`src/rtl/pipe_ctrl_pkg.sv`:
```
// Shared types and constants for the pipeline sequencer.
//   MC_CNT_W    width of the multi-cycle length field and down-counter
//   STALL_W     stall vector width: [0]=pc [1]=if_id [2]=id_ex [3]=ex_mem [4]=mem_wb [5]=wb
//   mc_state_e  IDLE/RUN/DONE states of the multi-cycle sequencer
//   STALL_*     stall vector constants, one per requesting stage
package pipe_ctrl_pkg;

    localparam int unsigned MC_CNT_W = 6;
    localparam int unsigned STALL_W  = 6;

    typedef enum logic [1:0] {
        MC_IDLE = 2'd0,
        MC_RUN  = 2'd1,
        MC_DONE = 2'd2
    } mc_state_e;

    // A stage's stall holds its own register and every register in front of it.
    localparam logic [STALL_W-1:0] STALL_NONE = 6'b000000;
    localparam logic [STALL_W-1:0] STALL_IF   = 6'b000011;
    localparam logic [STALL_W-1:0] STALL_ID   = 6'b000111;
    localparam logic [STALL_W-1:0] STALL_EX   = 6'b001111;
    localparam logic [STALL_W-1:0] STALL_MEM  = 6'b011111;

endpackage : pipe_ctrl_pkg

```
`src/rtl/pipe_ctrl_mc_seq.sv`:
```
// Multi-cycle EX operation sequencer (MULT/DIV): IDLE/RUN/DONE FSM with a
// down-counter holding the remaining extra cycles.
// Ports:
//   clk, rst      clock, synchronous active-high reset
//   start_i       EX presents a multi-cycle op this cycle
//   cycles_i      extra cycles the op needs
//   cancel_i      abort the in-flight op
//   flush_i       pipeline flush, also aborts the op
//   hold_i        MEM stall; keeps the result parked in DONE
//   mc_stall_o    EX-stage stall request (combinational)
//   mc_busy_o     FSM not in IDLE (combinational)
//   mc_done_o     result valid in EX this cycle (combinational)
module pipe_ctrl_mc_seq
    import pipe_ctrl_pkg::*;
(
    input  logic                clk,
    input  logic                rst,
    input  logic                start_i,
    input  logic [MC_CNT_W-1:0] cycles_i,
    input  logic                cancel_i,
    input  logic                flush_i,
    input  logic                hold_i,
    output logic                mc_stall_o,
    output logic                mc_busy_o,
    output logic                mc_done_o
);

    mc_state_e           state_q, state_d;
    logic [MC_CNT_W-1:0] cnt_q, cnt_d;
    logic                abort;
    logic                accept;

    assign abort  = flush_i | cancel_i;
    assign accept = start_i & ~abort;

    // State and counter registers.
    always_ff @(posedge clk) begin
        if (rst) begin
            state_q <= MC_IDLE;
            cnt_q   <= '0;
        end else begin
            state_q <= state_d;
            cnt_q   <= cnt_d;
        end
    end

    // Next state and counter.
    always_comb begin
        state_d = state_q;
        cnt_d   = cnt_q;
        unique case (state_q)
            MC_IDLE: begin
                if (accept) begin
                    if (cycles_i == '0) begin
                        state_d = MC_DONE;
                    end else begin
                        state_d = MC_RUN;
                        cnt_d   = cycles_i;
                    end
                end
            end
            MC_RUN: begin
                if (abort) begin
                    state_d = MC_IDLE;
                    cnt_d   = '0;
                end else begin
                    // cnt_q is at least 1 in RUN, so this cannot wrap.
                    cnt_d = cnt_q - MC_CNT_W'(1);
                    if (cnt_q == MC_CNT_W'(1)) begin
                        state_d = MC_DONE;
                    end
                end
            end
            MC_DONE: begin
                if (abort) begin
                    state_d = MC_IDLE;
                    cnt_d   = '0;
                end else if (!hold_i) begin
                    state_d = MC_IDLE;
                end
            end
            default: begin
                state_d = MC_IDLE;
                cnt_d   = '0;
            end
        endcase
    end

    // Outputs from state and inputs.
    always_comb begin
        mc_stall_o = 1'b0;
        mc_busy_o  = 1'b0;
        mc_done_o  = 1'b0;
        unique case (state_q)
            MC_IDLE: mc_stall_o = accept;
            MC_RUN: begin
                mc_stall_o = 1'b1;
                mc_busy_o  = 1'b1;
            end
            MC_DONE: begin
                mc_busy_o = 1'b1;
                // An abort in DONE discards the result.
                mc_done_o = ~abort;
            end
            default: begin
                mc_stall_o = 1'b0;
            end
        endcase
    end

endmodule : pipe_ctrl_mc_seq

```
`src/rtl/pipe_ctrl.sv`:
```
// Central pipeline sequencer: merges stage stall requests into one per-register
// stall vector, sequences multi-cycle EX ops, requests id_ex bubbles and
// turns a MEM-stage exception/redirect into a flush.
// Ports:
//   clk, rst         clock, synchronous active-high reset
//   if/id/ex/mem_stallreq_i  per-stage stall requests
//   flush_req_i      MEM-stage exception/redirect
//   mc_start_i, mc_cycles_i, mc_cancel_i   multi-cycle op control
//   stall_o          per-register hold vector
//   flush_o          clear if_id/id_ex/ex_mem this cycle
//   id_ex_bubble_o   id_ex loads a NOP
//   mc_busy_o, mc_done_o  multi-cycle status
// All outputs are combinational and forced to 0 while rst is high.
module pipe_ctrl
    import pipe_ctrl_pkg::*;
(
    input  logic                clk,
    input  logic                rst,
    input  logic                if_stallreq_i,
    input  logic                id_stallreq_i,
    input  logic                ex_stallreq_i,
    input  logic                mem_stallreq_i,
    input  logic                flush_req_i,
    input  logic                mc_start_i,
    input  logic [MC_CNT_W-1:0] mc_cycles_i,
    input  logic                mc_cancel_i,
    output logic [STALL_W-1:0]  stall_o,
    output logic                flush_o,
    output logic                id_ex_bubble_o,
    output logic                mc_busy_o,
    output logic                mc_done_o
);

    logic mc_stall;
    logic mc_busy;
    logic mc_done;

    pipe_ctrl_mc_seq u_mc_seq (
        .clk        (clk),
        .rst        (rst),
        .start_i    (mc_start_i),
        .cycles_i   (mc_cycles_i),
        .cancel_i   (mc_cancel_i),
        .flush_i    (flush_req_i),
        .hold_i     (mem_stallreq_i),
        .mc_stall_o (mc_stall),
        .mc_busy_o  (mc_busy),
        .mc_done_o  (mc_done)
    );

    // Stall priority encoder, oldest stage wins; flush overrides everything.
    always_comb begin
        stall_o        = STALL_NONE;
        flush_o        = 1'b0;
        id_ex_bubble_o = 1'b0;
        mc_busy_o      = 1'b0;
        mc_done_o      = 1'b0;
        if (!rst) begin
            if (flush_req_i) begin
                flush_o = 1'b1;
            end else if (mem_stallreq_i) begin
                stall_o = STALL_MEM;
            end else if (ex_stallreq_i || mc_stall) begin
                stall_o = STALL_EX;
            end else if (id_stallreq_i) begin
                stall_o = STALL_ID;
            end else if (if_stallreq_i) begin
                stall_o = STALL_IF;
            end
            // ID holds while EX advances: feed a NOP into EX.
            id_ex_bubble_o = stall_o[2] & ~stall_o[3] & ~flush_o;
            mc_busy_o      = mc_busy;
            mc_done_o      = mc_done;
        end
    end

endmodule : pipe_ctrl

```
`config.mk`:
```
export PLATFORM = sky130hd
export DESIGN_NAME = pipe_ctrl
export DESIGN_NICKNAME = d
export VERILOG_FILES = /design/src/rtl/pipe_ctrl_pkg.sv /design/src/rtl/pipe_ctrl_mc_seq.sv /design/src/rtl/pipe_ctrl.sv
export SDC_FILE = /design/constraint.sdc
export NUM_CORES = 1
export LEC_CHECK = 0
export ABC_CLOCK_PERIOD_IN_PS = 2000
export BUFFER_PORTS_ARGS = -buffer_cell sky130_fd_sc_hd__buf_4
export CORE_MARGIN = 2
export CORE_UTILIZATION = 49
export DETAILED_ROUTE_END_ITERATION = 8
export PLACE_DENSITY_LB_ADDON = 0.2
export RECOVER_POWER = 50
export SLEW_MARGIN = 20
export SYNTH_ARGS = -nofsm -noshare
export SYNTH_HDL_FRONTEND = slang
export SYNTH_SLANG_ARGS = --single-unit
```
`constraint.sdc`:
```
create_clock -name clk -period 2 [get_ports clk]
set_input_delay 0.2 -clock clk [delete_from_list [all_inputs] [get_ports clk]]
set_output_delay 0.2 -clock clk [all_outputs]
set_load 0.03 [all_outputs]
```
### Word-level counts from Yosys, hierarchy flattened

Cells that the tools add are included.

| storage, ports and cells | value |
|---|---|
| memories | 0 |
| ROM bits | 0 |
| input port bits | 15 |
| bits in latches | 0 |
| bits in registers | 8 |
| RAM bits | 0 |

| operators by class | value |
|---|---|
| div/mod/pow operators | 0 |
| order comparisons | 0 |
| shifts and indexed selects | 0 |
| equality and inequality tests | 8 |
| multiplexer cells | 28 |
| add/sub/neg operators | 1 |
| bitwise logic cells | 7 |
| reduce and logical (&&, ||, !) cells | 6 |
| $mul | 0 |

Operator list:

| kind | number |
|---|---|
| $mux W6 | 6 |
| $pmux W6 S3 | 1 |
| $mux W2 | 7 |
| $mux W5 | 2 |
| $mux W1 | 8 |
| $eq A6 B1 Y1 const B | 1 |
| $logic_not A6 Y1 | 1 |
| $pmux W2 S3 | 1 |
| $reduce_and A3 Y1 | 2 |
| $sub A6 B1 Y6 const B | 1 |
| $mux W4 | 1 |
| $ne A2 B1 Y1 const B | 2 |
| $and A1 B1 Y1 | 3 |
| $mux W3 | 1 |
| $ne A3 B1 Y1 const B | 1 |
| $ne A3 B2 Y1 const B | 1 |
| $not A1 Y1 | 3 |
| $eq A2 B1 Y1 const B | 1 |
| $eq A2 B2 Y1 const B | 1 |
| $logic_not A2 Y1 | 1 |
| $ne A2 B2 Y1 const B | 1 |
| $pmux W1 S2 | 1 |
| $reduce_or A2 Y1 | 1 |
| $logic_or A1 B1 Y1 | 1 |
| $or A1 B1 Y1 | 1 |

### Depth between registers and ports, before layout

Gate-level depths: netlist of the first run.

| logic depth | value |
|---|---|
| word-level depth | 13 |
| gate-level depth with buffers | 7 |

### Hierarchy

Synthesis of the first run repeated with hierarchy kept, for this count alone.

| second synthesis, totals | value |
|---|---|
| cell total of the unflattened synthesis | 93 |
| area total of the unflattened synthesis | 779.5 um^2 |

Modules (own cells, without submodules):

| module | times used | area an instance (um^2) | cells each |
|---|---|---|---|
| pipe_ctrl_mc_seq | 1 | 671.9 | 78 |
| pipe_ctrl | 1 | 107.6 | 15 |

### Worst setup path after synthesis of the first run

No wires, ideal clock.

| timing | value |
|---|---|
| path kind | register -> output |
| start | register u_mc_seq.state_q[0] |
| end | output mc_done_o |
| arrival | 1671 ps |
| path slack | 129 ps |
| cell stages (with the launch flop) | 4 |
| cell sequence | dfxtp_1 -> inv_1 -> ha_1 -> nor4b_1 |

| between the ends | value |
|---|---|
| longest elaborated chain between the ends | 3 |

Ends and longest elaborated chain:

| element | RTL line | source |
|---|---|---|
| from (decl) | pipe_ctrl_mc_seq.sv:28 | `mc_state_e state_q, state_d;` |
| from (signal assigned) | pipe_ctrl_mc_seq.sv:42 | `state_q <= state_d;` |
| $eq A2 B2 Y1 | pipe_ctrl_mc_seq.sv:94 | `unique case (state_q)` |
| $mux W1 | pipe_ctrl_mc_seq.sv:94 |  |
| $mux W1 | pipe_ctrl.sv:58 | `if (!rst) begin` |
| to (decl) | pipe_ctrl.sv:31 | `output logic mc_done_o` |

No other way between the ends.

### Worst setup path in the final report of the first run

| timing | value |
|---|---|
| start | register u_mc_seq.state_q[1] |
| end | output stall_o[0] |

| between the ends | value |
|---|---|
| longest elaborated chain between the ends | 8 |
| elaborated cells on any way between the ends | 9 |

Ends and longest elaborated chain:

| element | RTL line | source |
|---|---|---|
| $eq A2 B1 Y1 / $logic_not A2 Y1 (equally long branches) | pipe_ctrl_mc_seq.sv:94 |  |
| $pmux W1 S2 * | pipe_ctrl_mc_seq.sv:94 |  |
| $logic_or A1 B1 Y1 * | pipe_ctrl.sv:63 | `end else if (ex_stallreq_i \|\| mc_stall) begin` |
| $mux W4 * | pipe_ctrl.sv:63 |  |
| $mux W5 * | pipe_ctrl.sv:61 | `end else if (mem_stallreq_i) begin` |
| $mux W5 * | pipe_ctrl.sv:59 | `if (flush_req_i) begin` |
| $mux W6 * (2 in a row) | pipe_ctrl.sv:58 |  |
| to (decl) | pipe_ctrl.sv:27 | `output logic [STALL_W-1:0] stall_o,` |

Every way passes the cells marked *; elsewhere a longest branch is shown, timed or not. The select of a mux whose other input is x is not followed.

==> results_dict.tcl, run 1 <==
set metrics [dict create \
    status "completed" \
    max-clock-path-buffers 2 \
    setup_violations 0 \
    ys_warn_count 0 \
    ios 25 \
    grt_antenna_before_repair 0 \
    synth.most_common_cell "dfxtp_1" \
    area_growth_pct 22.4 \
    netlist_area_um2 758 \
    dr_total_vias 815 \
    seq_area_frac_synth_pct 21.1 \
    drive_gt1_share_pct 28.6 \
    hp-start "rst" \
    grt.total_usage_pct 21.4 \
    yosys-top-cells-count "dfxtp_1 (8), inv_1 (7), nor2_1 (7)" \
    synth_nets 111 \
    synth_edf_count 0 \
    power.density_nw_per_um2 1270 \
    critical_path.max_stage_delay_ns 0.35 \
    maxSlewViolCount 0 \
    dr.first_iter.drc_count 37 \
    io_buffers 23 \
    rr_endpoint "u_mc_seq.cnt_q[2]" \
    synth_cell_type_count 45 \
    synth-async-reset-ratio_pct 0 \
    route.detailed.drc 0 \
    slowest_stage "dfxtp_1" \
    dieWidth_um 43.3 \
    wirelength_um 1920 \
    drt-vias-per-instance 6.37 \
    die_area_um2 1880 \
    synth_area_leaders "dfxtp_1 (21%), ha_1 (8.3%), inv_1 (3.5%)" \
    clk_pin_slew_worst_paths_ns 0.06 \
    grt_max_degree 14 \
    synth_area_leader_cell "dfxtp_1" \
    fmax_ghz 0.529 \
    num_antenna_cells 0 \
    numCtsBuffers 3 \
    cts_root_buf "clkbuf_4" \
    fin_crit_ns 1.89 \
    path_max_fanout 4 \
    gp_congestion 0.869 \
    placed_area_um2 915 \
    final_hold_viol_count 0 \
    coreArea_um2 1470 \
    rows 14 \
    end_kind "output port" \
    worstPathArrival_ns 1.69 \
    rrSetupSlack_ns 0.14 \
    leakagePower_nw 0.394 \
    h-tree-depth 1 \
    ant_nets 0 \
    reg2reg_depth 6 \
    path_cells "inv_1 > ha_1 > nor3_1 > o21ai_0 > o31a_1 > buf_4" \
    grt_pass1_wl_um 3050 \
    cp_data_required_time_ns 1.80 \
    post_cts_buffers 0 \
    start_util_pct 51.5 \
    ys_ff_latch 8 \
    die_h_um 43.3 \
    cts_tree "done" \
    fin_crit_sh_pct 94.4 \
    holdPathStages 2 \
    fin_area_um2 928 \
    first_pass_iters 5 \
    whs_ns 0.206 \
    grt_remaining_overflow 0 \
    clk-insertion-delay-late_ns 0.26 \
    fin_nets 134 \
    synth_flop_cell "dfxtp_1" \
    path_class "flip-flop to output port" \
    postSynthCellCount 91 \
    rr_startpoint "u_mc_seq.state_q[0]" \
    hold_end "u_mc_seq.state_q[0]" \
    worstSetupStartpointType "flip-flop" \
    timing.max_cap.violations 0 \
    fin_skew_ns 0.00906 \
    clkSinkCount 8 \
    dp_hpwl_um 1440 \
    min_path_type "input pin to flip-flop" \
    rsz0062_at_grt "no" \
    first_global_vias 695 \
    wire_per_inst_um 15.0 \
    setup_tns_ns 0 \
    yosysTopAreaCellShare_pct 21.1 \
    post_synth.cell_area_avg_um2 8.33 \
    peakVddDrop_uv 673 \
]
[cell type report]
type	instances	area, um2
inverters	7	26.3
flip-flops and latches	8	160
fillers	138	543
clock buffers	3	22.5
repair buffers	25	176
well taps	16	20.0
multi-input cells	69	523
[worst max path at each step]
stage,end,start,slack [ns]
2_1_floorplan,mc_done_o,u_mc_seq.state_q[0],0.13
3_3_place_gp,u_mc_seq.cnt_q[2],u_mc_seq.state_q[0],0.18
3_5_place_dp,u_mc_seq.cnt_q[2],u_mc_seq.state_q[0],0.21
4_1_cts,stall_o[0],u_mc_seq.state_q[0],0.09
5_1_grt,stall_o[0],u_mc_seq.state_q[1],0.0006
6_report,stall_o[0],u_mc_seq.state_q[1],0.11
[power breakdown]
group	leakage, nW	internal (mW)	switching, mW
clock network	0.0138	0.0692	0.0626
logic	0.314	0.323	0.429
registers	0.0658	0.224	0.0730
[sequential cells by signal, summed over array words and instances (netlist names)]
| signal | flops |
|---|---|
| u_mc_seq.state_q | 2 |
| u_mc_seq.cnt_q | 6 |
[layer usage]
layer,part of all wire [%],global-route usage (%),up-vias
met2,47,33.4,51
li1,-,-,383
met1,40,29.3,373
met3,11,5.00,8
met5,0,0,-
met4,2.5,7.27,0
[critical path, delay by kind of cell (launching register included)]
kind | cells | cell delay (ns)
fa+ha+maj | 1 | 0.22
simple gates | 1 | 0.18
compound gates | 2 | 0.43
buf+inv | 2 | 0.24
flops | 1 | 0.35
[logic make-up after synthesis]
kind of cell | after synthesis | synth area share [%]
xor gates and xnor gates | 1 | 1.16
DFF | 8 | 21.1
AOI/OAI and AO/OA | 28 | 31.8
and+or+nand+nor | 34 | 26.9
buffers and inverters | 14 | 10.2
other | 1 | 0.495
adders and majority gates | 5 | 8.25
[cells in the final DEF, fill, tap and decap left out, types with 3 or more instances in the layout]
cell type / synthesis / layout
dfxtp_1: 8 / 8
nor2_1: 7 / 7
inv_1: 7 / 7
nor3b_1: 3 / 3
nand2_1: 5 / 5
ha_1: 5 / 4
nor3_1: 5 / 5
clkbuf_4: 0 / 3
clkbuf_1: 0 / 3
a21oi_1: 5 / 5
buf_4: 2 / 22
[stage by stage]
stage	instances	power (mW)	worst slack, ns	util, %
4_1_cts	128	1.17	0.0900	63.7
2_1_floorplan	91	0.867	0.129	-
5_1_grt	128	1.26	0.000597	63.1
6_report	128	1.18	0.111	63.1
3_5_place_dp	125	1.03	0.213	62.2
3_3_place_gp	125	1.03	0.184	62.2
[what timing repair did]
action                     in CTS  in global routing
hold buffers                    0                  0
setup endpoints to repair       0                  4
resized for setup               0                  1
Power figures use the tool's default switching activity.
==> run 2: changes to the inputs <==
--- a/config.mk
+++ b/config.mk
@@ -8,11 +8,12 @@
 export ABC_CLOCK_PERIOD_IN_PS = 2000
 export BUFFER_PORTS_ARGS = -buffer_cell sky130_fd_sc_hd__buf_4
 export CORE_MARGIN = 2
-export CORE_UTILIZATION = 49
+export CORE_UTILIZATION = 50
+export CTS_BUF_LIST = sky130_fd_sc_hd__clkbuf_4
 export DETAILED_ROUTE_END_ITERATION = 8
 export PLACE_DENSITY_LB_ADDON = 0.2
 export RECOVER_POWER = 50
-export SLEW_MARGIN = 20
+export SLEW_MARGIN = 10
 export SYNTH_ARGS = -nofsm -noshare
 export SYNTH_HDL_FRONTEND = slang
 export SYNTH_SLANG_ARGS = --single-unit
==> run 2 against run 1 <==
Effect of this change:
- combinational power about the same
- total power down 0.51%
- non-clock buffer count unchanged
- worst hold slack better by 0.0043 ns
- sequential cell count unchanged
- sequential power about the same
- register-to-register slack better by 0.04 ns
- clock power down 3%
- worst setup slack better by 0.029 ns
- critical endpoint unchanged
==> results_dict.tcl, run 2 (synthesis gave the netlist of run 1 again) <==
set metrics [dict create \
    coreArea_um2 1470 \
    clk_pin_slew_worst_paths_ns 0.06 \
    timing.max_cap.violations 0 \
    peakVddDrop_uv 853 \
    layout_commonest_cell "buf_4" \
    hp-start "rst" \
    wire_per_inst_um 15.0 \
    grt.total_usage_pct 21.8 \
    h-tree-depth 1 \
    fmax_ghz 0.538 \
    setup_violations 0 \
    fin_crit_ns 1.86 \
    largest_register_ffs 6 \
    whs_ns 0.210 \
    final_cell_mix "buf_4 (22), dfxtp_1 (8), inv_1 (7), nor2_1 (7)" \
    grtUsageMet2_pct 35.5 \
    path_class "flip-flop to output port" \
    io_buffers 23 \
    max-clock-path-buffers 2 \
    numCtsBuffers 3 \
    grt_pass1_wl_um 3080 \
    dp_hpwl_um 1520 \
    first_pass_iters 4 \
    dieWidth_um 42.9 \
    cts_hold_buffers 0 \
    fin_ws_ns 0.141 \
    grt_busiest_layer "met2" \
    largest_register "u_mc_seq.cnt_q" \
    die_h_um 42.9 \
    reg2reg_depth 6 \
    reg_top3 "u_mc_seq.cnt_q (6), u_mc_seq.state_q (2)" \
    hold_end "u_mc_seq.state_q[0]" \
    dpl_worst_slack_ns 0.147 \
    ios 25 \
    cts_root_buf "clkbuf_4" \
    min_path_type "input pin to flip-flop" \
    path_max_fanout 4 \
    grt_max_degree 14 \
    fin_crit_sh_pct 93.0 \
    die_area_um2 1840 \
    rsz0062_at_grt "no" \
    rr_startpoint "u_mc_seq.state_q[0]" \
    cts_tree "done" \
    wirelength_um 1920 \
    seq_area_um2 160 \
    clkSinkCount 8 \
    setup_tns_ns 0 \
    drt-vias-per-instance 6.20 \
    dr_total_vias 794 \
    holdPathStages 2 \
    grt_antenna_before_repair 0 \
    fin_skew_ns 0.0103 \
    use_met3_pct 5.11 \
    gp_congestion 0.871 \
    power.density_nw_per_um2 1260 \
    ant_nets 0 \
    drive_gt1_share_pct 29.5 \
    grt_remaining_overflow 0 \
    worstPathArrival_ns 1.66 \
    rr_endpoint "u_mc_seq.cnt_q[2]" \
    worstSetupStartpointType "flip-flop" \
    first_global_vias 753 \
    leakagePower_nw 0.395 \
    fill_cells 136 \
    status "completed" \
    dr.first_iter.drc_count 24 \
    multiInputGateArea_um2 528 \
    rows 14 \
    end_kind "output port" \
    post_cts_buffers 0 \
    rrSetupSlack_ns 0.18 \
    maxSlewViolCount 0 \
    fin_nets 134 \
    clk-insertion-delay-late_ns 0.26 \
    cp_data_required_time_ns 1.80 \
    start_util_pct 51.5 \
    critPathLaunch "u_mc_seq.state_q[1]" \
    route.detailed.drc 0 \
    area_growth_pct 23.1 \
    num_antenna_cells 0 \
    final_hold_viol_count 0 \
    grtUsageMet1_pct 26.6 \
]
[run 2: worst max-delay path by stage]
stage | endpoint
finish | stall_o[0]
global placement | u_mc_seq.cnt_q[2]
global route | u_mc_seq.cnt_q[2]
detailed placement | u_mc_seq.cnt_q[2]
floorplan | mc_done_o
CTS | stall_o[0]
[run 2: layout make-up]
class | instances | share of cell area, %
inverter | 7 | 2.82
tap | 16 | 2.14
timing repair buffer | 25 | 18.9
sequential | 8 | 17.2
multi-input combinational | 69 | 56.6
clock buffer | 3 | 2.41
[run 2: per-stage QoR]
step           instances  power, mW  util (%)  cell area, um2
6_report             128       1.18      63.4             933
5_1_grt              128       1.27      63.4             933
4_1_cts              128       1.17      63.7             937
3_5_place_dp         125       1.04      62.2             915
3_3_place_gp         125       1.03      62.2             915
2_1_floorplan         91      0.867         -             758
[run 2: critical path, cell delays in order, from the launching register on]
cell	delay, ns
dfxtp_1	0.35
inv_1	0.07
ha_1	0.22
nor3_1	0.19
o21ai_1	0.12
o31a_1	0.26
buf_4	0.17
[run 2: layer usage]
metal,wire length (um),vias to the layer above,part of all wire (%)
li1,-,382,-
met1,798,367,42
met2,941,34,49
met3,119,11,6.2
met4,60,0,3.1
met5,0,-,0
[run 2: power breakdown]
part | internal [mW] | total, mW | switching [mW]
Sequential | 0.224 | 0.296 | 0.0720
Clock | 0.0689 | 0.128 | 0.0587
Combinational | 0.323 | 0.751 | 0.428
[run 2: what timing repair did]
item                                    CTS  global route
gates resized for setup                   0             3
endpoints found under the hold margin     0             0
endpoints found under the setup margin    0             4
==> run 3: changes to the inputs <==
--- a/config.mk
+++ b/config.mk
@@ -5,6 +5,7 @@
 export SDC_FILE = /design/constraint.sdc
 export NUM_CORES = 1
 export LEC_CHECK = 0
+export ABC_AREA = 1
 export ABC_CLOCK_PERIOD_IN_PS = 2000
 export BUFFER_PORTS_ARGS = -buffer_cell sky130_fd_sc_hd__buf_4
 export CORE_MARGIN = 2
==> run 3 against run 2 <==
Effect of this change:
- via count is 1.0% lower
- total power down 5.1%
- worst hold slack worse by 0.033 ns
- synthesized cell count up 23%
- synthesized area fell by 3.5%
- cell count rose by 16%
- clock power hardly changed
- largest cell class unchanged
==> results_dict.tcl, run 3 <==
set metrics [dict create \
    status "completed" \
    cts_tree "done" \
    die_area_um2 1790 \
    max-clock-path-buffers 2 \
    worstSetupStartpointType "flip-flop" \
    dp_hpwl_um 1360 \
    h-tree-depth 1 \
    coreArea_um2 1330 \
    die_h_um 42.3 \
    postSynthCellCount 112 \
    first_global_vias 701 \
    drive_gt1_share_pct 27.6 \
    reg_top3 "u_mc_seq.cnt_q (6), u_mc_seq.state_q (2)" \
    p_switching_mw 0.554 \
    fmax_ghz 0.542 \
    io_buffers 23 \
    worstPathArrival_ns 1.65 \
    netlist_area_um2 732 \
    post_cts_buffers 0 \
    hp-start "rst" \
    peakVddDrop_uv 696 \
    grt_antenna_before_repair 0 \
    final_cell_mix "nand2_1 (21), buf_4 (21), nor2_1 (15)" \
    clk_pin_slew_worst_paths_ns 0.06 \
    placed_area_um2 896 \
    dr.first_iter.drc_count 16 \
    rsz0062_at_grt "no" \
    seqPwrFrac_pct 25.2 \
    first_pass_iters 4 \
    largest_register_ffs 6 \
    leakagePower_nw 0.430 \
    synth_area_leaders "dfxtp_1 (22%), nand2_1 (10%), ha_1 (8.5%)" \
    ios 25 \
    grt.total_usage_pct 21.8 \
    path_class "flip-flop to output port" \
    cts_root_buf "clkbuf_4" \
    largest_register "u_mc_seq.cnt_q" \
    fin_crit_ns 1.85 \
    dp_cells 146 \
    end_kind "output port" \
    clkSinkCount 8 \
    fill_cells 137 \
    grt_pass1_wl_um 2980 \
    synth_cell_type_count 26 \
    setup_violations 0 \
    seq_area_frac_synth_pct 21.9 \
    dpl_worst_slack_ns 0.318 \
    final_hold_viol_count 0 \
    post_synth.cell_area_avg_um2 6.54 \
    whs_ns 0.177 \
    min_path_type "input pin to flip-flop" \
    num_antenna_cells 0 \
    wirelength_um 1710 \
    rrSetupSlack_ns 0.39 \
    numCtsBuffers 3 \
    cp_data_required_time_ns 1.80 \
    clkPwrFrac_pct 11.4 \
    grt_max_degree 11 \
    synth_area_leader_cell "dfxtp_1" \
    fin_ws_ns 0.153 \
    p_int_mw 0.561 \
    rr_endpoint "u_mc_seq.cnt_q[0]" \
    synth_flop_cell "dfxtp_1" \
    critPathLaunch "u_mc_seq.state_q[0]" \
    route.detailed.drc 0 \
    yosysTopAreaCellShare_pct 21.9 \
    synth.most_common_cell "nand2_1" \
    p_sw_share_pct 49.7 \
    grt_remaining_overflow 0 \
    maxSlewViolCount 0 \
    timing.max_cap.violations 0 \
    power.density_nw_per_um2 1260 \
    ys_warn_count 0 \
    ant_nets 0 \
    rows 13 \
    gp_congestion 0.839 \
    pwr-share-comb_pct 63.4 \
    synth_nets 132 \
    dr_total_vias 786 \
    multiInputGateArea_um2 463 \
    path_max_fanout 10 \
    fin_skew_ns 0.00290 \
    area_growth_pct 21.4 \
    yosys-top-cells-count "nand2_1 (20), nor2_1 (15), inv_1 (13)" \
    dieWidth_um 42.3 \
    start_util_pct 54.9 \
    setup_tns_ns 0 \
    seq_area_um2 160 \
    wire_per_inst_um 11.5 \
    synth_edf_count 0 \
    reg2reg_depth 7 \
    fin_crit_sh_pct 92.3 \
    ys_ff_latch 8 \
    fin_nets 156 \
    final_cells 149 \
    synth-async-reset-ratio_pct 0 \
    drt-vias-per-instance 5.28 \
    clk-insertion-delay-late_ns 0.26 \
    fin_area_um2 888 \
    rr_startpoint "u_mc_seq.state_q[0]" \
    critPathCapture "stall_o[0]" \
]
run 3: power groups by stage:
stage	logic [mW]	clock network (mW)	registers (mW)
finish	0.708	0.127	0.281
global route	0.810	0.142	0.293
CTS	0.732	0.133	0.282
detailed placement	0.728	0	0.283
global placement	0.706	0	0.282
floorplan	0.596	0	0.271
run 3: worst min path at each step:
| stage | cells past startpoint | end | slack [ns] |
|---|---|---|---|
| 5_1_grt | 2 | u_mc_seq.cnt_q[3] | 0.19 |
| 4_1_cts | 2 | u_mc_seq.cnt_q[3] | 0.18 |
| 3_3_place_gp | 2 | u_mc_seq.cnt_q[4] | 0.45 |
| 6_report | 2 | u_mc_seq.cnt_q[3] | 0.18 |
| 2_1_floorplan | 4 | u_mc_seq.cnt_q[5] | 0.44 |
| 3_5_place_dp | 2 | u_mc_seq.cnt_q[3] | 0.46 |
run 3: layout make-up:
type                    count  area share, %
multi-input cells          85           52.1
clock buffers               3           2.54
repair buffers             23           18.6
flip-flops and latches      8           18.0
well taps                  15           2.11
inverters                  15           6.62
run 3: kinds of logic (layout without fill, tap and decap cells):
group | after synthesis | count (layout) | synth area share [%]
adders and majority gates | 5 | 5 | 8.55
AOI/OAI and AO/OA | 21 | 21 | 16.6
buffers and inverters | 19 | 41 | 11.8
and+or+nand+nor | 57 | 57 | 39.5
DFF | 8 | 8 | 21.9
xor gates and xnor gates | 1 | 1 | 1.20
other | 1 | 1 | 0.512
run 3: critical path, cell delays in order (launching register included):
cell	delay (ns)
dfxtp_1	0.33
inv_1	0.08
ha_2	0.27
nand3_1	0.10
nand2_1	0.08
nor3_1	0.21
a31oi_1	0.14
buf_4	0.19
run 3: metrics by stage:
stage / power (mW) / utilization, %
2_1_floorplan: 0.867 / -
3_3_place_gp: 0.988 / 67.2
3_5_place_dp: 1.01 / 67.2
4_1_cts: 1.15 / 68.9
5_1_grt: 1.25 / 66.6
6_report: 1.12 / 66.6
run 3: what timing repair did:
item	in CTS	in global routing
setup endpoints to repair	0	3
gates resized for setup	0	1
hold buffers	0	0
run 3: metal layers:
metal	global-route usage, %	up-vias	part of all wire [%]
met5	0	-	0
li1	-	406	-
met4	5.63	0	1.3
met3	9.05	4	9.6
met1	29.2	344	43
met2	32.3	32	46
